## src/rtl/usr_pkg.sv

```systemverilog
// Shared encodings for the universal shift register: opcodes, FSM states, shift-op classifier.
// No logic of its own; latency and backpressure do not apply.
// Imported by usr_step and universal_shift_register_seq.
package usr_pkg;

    localparam logic [2:0] OP_HOLD = 3'b000;
    localparam logic [2:0] OP_SHR  = 3'b001;
    localparam logic [2:0] OP_SHL  = 3'b010;
    localparam logic [2:0] OP_LOAD = 3'b011;
    localparam logic [2:0] OP_ROR  = 3'b100;
    localparam logic [2:0] OP_ROL  = 3'b101;
    localparam logic [2:0] OP_ASR  = 3'b110;
    localparam logic [2:0] OP_CLR  = 3'b111;

    typedef enum logic {
        ST_IDLE  = 1'b0,
        ST_SHIFT = 1'b1
    } state_t;

    // Opcodes that step once per clock for amt clocks; the rest finish in one edge.
    function automatic logic is_shift(input logic [2:0] op);
        return (op == OP_SHR) || (op == OP_SHL) || (op == OP_ROR) ||
               (op == OP_ROL) || (op == OP_ASR);
    endfunction

endpackage

```

## src/rtl/usr_step.sv

```systemverilog
// Single-step next-value function for one shift/rotate bit position.
// Combinational, zero latency; non-shift opcodes pass the register value through.
// No backpressure; the caller decides when the result is registered.
module usr_step
    import usr_pkg::*;
#(
    parameter int WIDTH = 8
) (
    input  logic [2:0]       op,
    input  logic [WIDTH-1:0] a,
    input  logic             msb_in,
    input  logic             lsb_in,
    output logic [WIDTH-1:0] a_next
);

    always_comb begin
        a_next = a;
        unique case (op)
            OP_SHR:  a_next = {msb_in, a[WIDTH-1:1]};
            OP_SHL:  a_next = {a[WIDTH-2:0], lsb_in};
            OP_ROR:  a_next = {a[0], a[WIDTH-1:1]};
            OP_ROL:  a_next = {a[WIDTH-2:0], a[WIDTH-1]};
            OP_ASR:  a_next = {a[WIDTH-1], a[WIDTH-1:1]};
            default: a_next = a;
        endcase
    end

endmodule

```

## src/rtl/universal_shift_register_seq.sv

```systemverilog
// Universal shift/rotate register with start/busy/done command interface.
// Latency: HOLD/LOAD/CLR in 1 clock, shifts in amt clocks; done pulses the cycle after the last step.
// Backpressure: start is ignored while busy=1 (no queueing); start in the done cycle is accepted.
module universal_shift_register_seq
    import usr_pkg::*;
#(
    parameter int WIDTH = 8,
    parameter int AMT_W = 4
) (
    input  logic             CLK,
    input  logic             Clear,
    input  logic             start,
    input  logic [2:0]       op,
    input  logic [AMT_W-1:0] amt,
    input  logic [WIDTH-1:0] I_par,
    input  logic             MSB_in,
    input  logic             LSB_in,
    output logic [WIDTH-1:0] A_par,
    output logic             SO_r,
    output logic             SO_l,
    output logic             busy,
    output logic             done
);

    localparam logic [AMT_W-1:0] AMT_ONE = AMT_W'(1);

    state_t           state_q, state_d;
    logic [AMT_W-1:0] cnt_q, cnt_d;
    logic [2:0]       op_q, op_d;
    logic [WIDTH-1:0] a_q, a_d;
    logic             done_q, done_d;
    logic [2:0]       step_op;
    logic [WIDTH-1:0] a_step;

    // The first step happens at the accepting edge, so IDLE uses the live opcode.
    assign step_op = (state_q == ST_SHIFT) ? op_q : op;

    usr_step #(
        .WIDTH (WIDTH)
    ) u_step (
        .op     (step_op),
        .a      (a_q),
        .msb_in (MSB_in),
        .lsb_in (LSB_in),
        .a_next (a_step)
    );

    always_comb begin
        state_d = state_q;
        cnt_d   = cnt_q;
        op_d    = op_q;
        a_d     = a_q;
        done_d  = 1'b0;
        unique case (state_q)
            ST_IDLE: begin
                if (start) begin
                    if (is_shift(op)) begin
                        if (amt != '0) begin
                            a_d = a_step;
                        end
                        if (amt > AMT_ONE) begin
                            state_d = ST_SHIFT;
                            op_d    = op;
                            cnt_d   = amt - AMT_ONE;
                        end else begin
                            done_d = 1'b1;
                        end
                    end else begin
                        if (op == OP_LOAD) begin
                            a_d = I_par;
                        end else if (op == OP_CLR) begin
                            a_d = '0;
                        end
                        done_d = 1'b1;
                    end
                end
            end
            ST_SHIFT: begin
                a_d   = a_step;
                cnt_d = cnt_q - AMT_ONE;
                if (cnt_q == AMT_ONE) begin
                    state_d = ST_IDLE;
                    done_d  = 1'b1;
                end
            end
            default: state_d = ST_IDLE;
        endcase
    end

    always_ff @(posedge CLK or negedge Clear) begin
        if (!Clear) begin
            state_q <= ST_IDLE;
            cnt_q   <= '0;
            op_q    <= OP_HOLD;
            a_q     <= '0;
            done_q  <= 1'b0;
        end else begin
            state_q <= state_d;
            cnt_q   <= cnt_d;
            op_q    <= op_d;
            a_q     <= a_d;
            done_q  <= done_d;
        end
    end

    assign A_par = a_q;
    assign SO_r  = a_q[0];
    assign SO_l  = a_q[WIDTH-1];
    assign busy  = (state_q == ST_SHIFT);
    assign done  = done_q;

endmodule

```

## config.mk

```make
export PLATFORM = sky130hd
export DESIGN_NAME = universal_shift_register_seq
export DESIGN_NICKNAME = d
export VERILOG_FILES = /design/src/rtl/usr_pkg.sv /design/src/rtl/usr_step.sv /design/src/rtl/universal_shift_register_seq.sv
export SDC_FILE = /design/constraint.sdc
export NUM_CORES = 1
export LEC_CHECK = 0
export CORE_MARGIN = 5
export CORE_UTILIZATION = 40
export CTS_CLUSTER_SIZE = 40
export DETAILED_ROUTE_END_ITERATION = 8
export GPL_TIMING_DRIVEN = 0
export PLACE_DENSITY = 0.69
export SYNTH_ARGS = -nofsm -noshare
export SYNTH_HDL_FRONTEND = slang
export SYNTH_SLANG_ARGS = --single-unit
```

## constraint.sdc

```tcl
create_clock -name CLK -period 3.9 [get_ports CLK]
set_clock_uncertainty 0.2 [all_clocks]
set_input_delay 0.975 -clock CLK [delete_from_list [all_inputs] [get_ports CLK]]
set_output_delay 0.975 -clock CLK [all_outputs]
set_load 0.02 [all_outputs]
```

==> metrics.yaml <==
synthesis:
  synth_top_area_share_pct: 37.0
  syn_inst: 114
  synth_ff_type: "dfrtp_1"
  synth_cell_types: 37
  ys_ff_latch: 17
  syn_nets: 138
  synth.avg_cell_area_sq_um: 10.1
  yosysTopAreaCell: "dfrtp_1"
  synth.cell_area_sq_mm: 0.00115
  synth_edf_count: 0
  seq_area_frac_synth_pct: 37.0
  synthArstFlopShare_pct: 100
  ys_warn_count: 0
  synth_area_leaders: "dfrtp_1 (37%), a221oi_1 (6.1%), mux2i_1 (6.1%), mux2_2 (4.9%), o2bb2ai_1 (4.6%)"
sta:
  maxSlewViolCount: 0
  fin_ws_ns: 1.03
  rsz0062_at_grt: "false"
  fmax_ghz: 0.348
  finalHoldViolations: 0
  maxSlewHeadroom_pct: 36.4
  fin_crit_sh_pct: 73.6
  finalSetupViolCount: 0
  period_needed_ns: 2.87
  worstMarginPinSlew_ns: 0.946
  fin_setup_tns_ns: 0
cells_and_area:
  nets: 174
  final_common_cell: "clkdlybuf4s50_1"
  fin_area_sq_mm: 0.00153
  mostFrequentLayoutCells: "clkdlybuf4s50_1 (31), dfrtp_1 (17), a221oi_1 (8)"
  syn_to_final_growth_pct: 32.6
  antenna_cells: 0
  drive_above_1_share_pct: 11.4
  n_fill_cell: 258
die:
  rows: 19
  die_area_sq_mm: 0.00405
  core-area_sq_mm: 0.00276
  fp.dieW_microns: 63.6
  io_pins: 32
  initial_core_util_pct: 41.7
  fp.dieH_microns: 63.6
route:
  drc: 0
  firstDrtPassIters: 4
  routed_wl_microns: 2740
  routedWlPerCell_microns: 15.2
  dr.first_iter.drc_count: 76
  num_vias: 1012
  ant_nets: 0
  via_per_inst: 5.62
clock_tree:
  clk_root_buffer_cell: "clkbuf_4"
  clockBufferDepth: 2
  clk_latency_ns: 0.28
  cts_tree: "yes"
  post_cts_buffers: 0
  post_cts_resized: 0
  hold_buffers: 0
  numCtsBuffers: 3
  clk_pin_slew_ns: 0.10
  htree_num_levels: 1
  clock-sinks: 17
setup_path:
  cp_data_arrival_time_ns: 2.88
  critPathKind: "in2reg"
  end_kind: "register"
  crit_required_ns: 3.91
  critical_path_peak_fanout: 9
  start_kind: "primary input"
power_and_ir_drop:
  p_leak_nw: 0.646
  ir_drop_v: 0.000534
  p_switching_mw: 0.533
  seqPwrFrac_pct: 28.0
  p_int_mw: 0.707
  pwr-share-clk_pct: 7.6
  sw_frac_of_total_pct: 43.0
  combPwrFrac_pct: 64.4
  powerDensity_mw_per_mm2: 812
place:
  dp_hpwl_microns: 2110
  io_buffers: 31
  pre_cts_slack_ns: 0.736
  gp_congestion: 0.820
  place_area_sq_mm: 0.00150
global_routing:
  grt_pass1_vias: 1063
  track_usage_pct: 14.4
  globalRouteOverflowTotal: 0
  grt_pass1_wl_microns: 4740
  grt_antenna_before_repair: 0
  grt_max_degree: 18
hold_path:
  hold_class: "reg2reg"
run_status:
  outcome: "finished clean"
flow_run:
  cap_viol_max_count: 0
==> cell type report <==
cell class | count | area (sq um) | share of cell area [%]
inverters | 6 | 22.5 | 1.48
repair buffers | 31 | 310 | 20.3
plain buffers | 6 | 35.0 | 2.30
flip-flops and latches | 17 | 425 | 27.9
clock buffers | 4 | 26.3 | 1.72
well taps | 31 | 38.8 | 2.54
multi-input cells | 85 | 668 | 43.8
==> critical path: stages <==
cell and delay (ns):
clkdlybuf4s50_1 0.54, nand2_1 0.15, nor3_1 0.75, and2_1 0.24
a221oi_1 0.05, o2bb2ai_1 0.18
==> synth_stat cells, types with 4 or more instances <==
master,n
dfrtp_1,17
a221oi_1,8
mux2i_1,7
a21oi_1,6
and2_1,6
inv_1,6
o2bb2ai_1,6
mux2_2,5
nand2_1,5
nor2_1,5
nor3_1,5
ha_1,4
==> metal layers <==
layer | vias to the layer above | part of all wire, % | global-route usage (%)
met3 | 2 | 6.6 | 4.62
li1 | 502 | - | -
met4 | 0 | 0.58 | 4.68
met1 | 480 | 46 | 17.4
met5 | - | 0 | 0
met2 | 28 | 47 | 24.0
==> per-stage QoR <==
stage	util [%]	hold WS (ns)	cells	power [mW]
finish	55.4	0.333	180	1.24
global route	55.4	0.357	180	1.35
global placement	54.4	0.303	176	1.13
CTS	55.4	0.338	180	1.25
floorplan	-	0.278	114	0.912
detailed placement	54.4	0.318	176	1.15
==> flip-flops by register name (all words and copies together) (netlist names) <==
signal,count
op_q,3
cnt_q,4
busy,1
done,1
A_par,8
==> path summary, 6_finish.rpt <==
path                               start        to  slack [ns]  cells after the start
max in group asynchronous          Clear  cnt_q[1]        2.03                      1
worst max register to register      busy  A_par[4]        1.72                      6
worst min-delay path            cnt_q[2]  cnt_q[2]        0.33                      1
worst max-delay path               op[0]  A_par[4]        1.03                      6
min in group asynchronous          Clear  A_par[2]        0.96                      1
worst min register to register  cnt_q[2]  cnt_q[2]        0.33                      1
==> power by group through the flow <==
stage	Clock (mW)	Sequential (mW)	Combinational, mW
6_report	0.0946	0.347	0.798
5_1_grt	0.110	0.361	0.880
4_1_cts	0.101	0.347	0.803
3_5_place_dp	0	0.352	0.802
3_3_place_gp	0	0.348	0.787
2_1_floorplan	0	0.382	0.530
==> kinds of logic (layout without fill, tap and decap cells) <==
group,after synthesis,after routing,share of synthesized area [%]
simple gates,28,28,13.4
mux,16,16,15.5
fa+ha+maj,4,4,4.35
xor+xnor,3,3,2.28
flops,17,17,37.0
buf+inv,12,47,5.00
compound gates,34,34,22.5
Note: power is estimated with default switching activity, not from simulation.
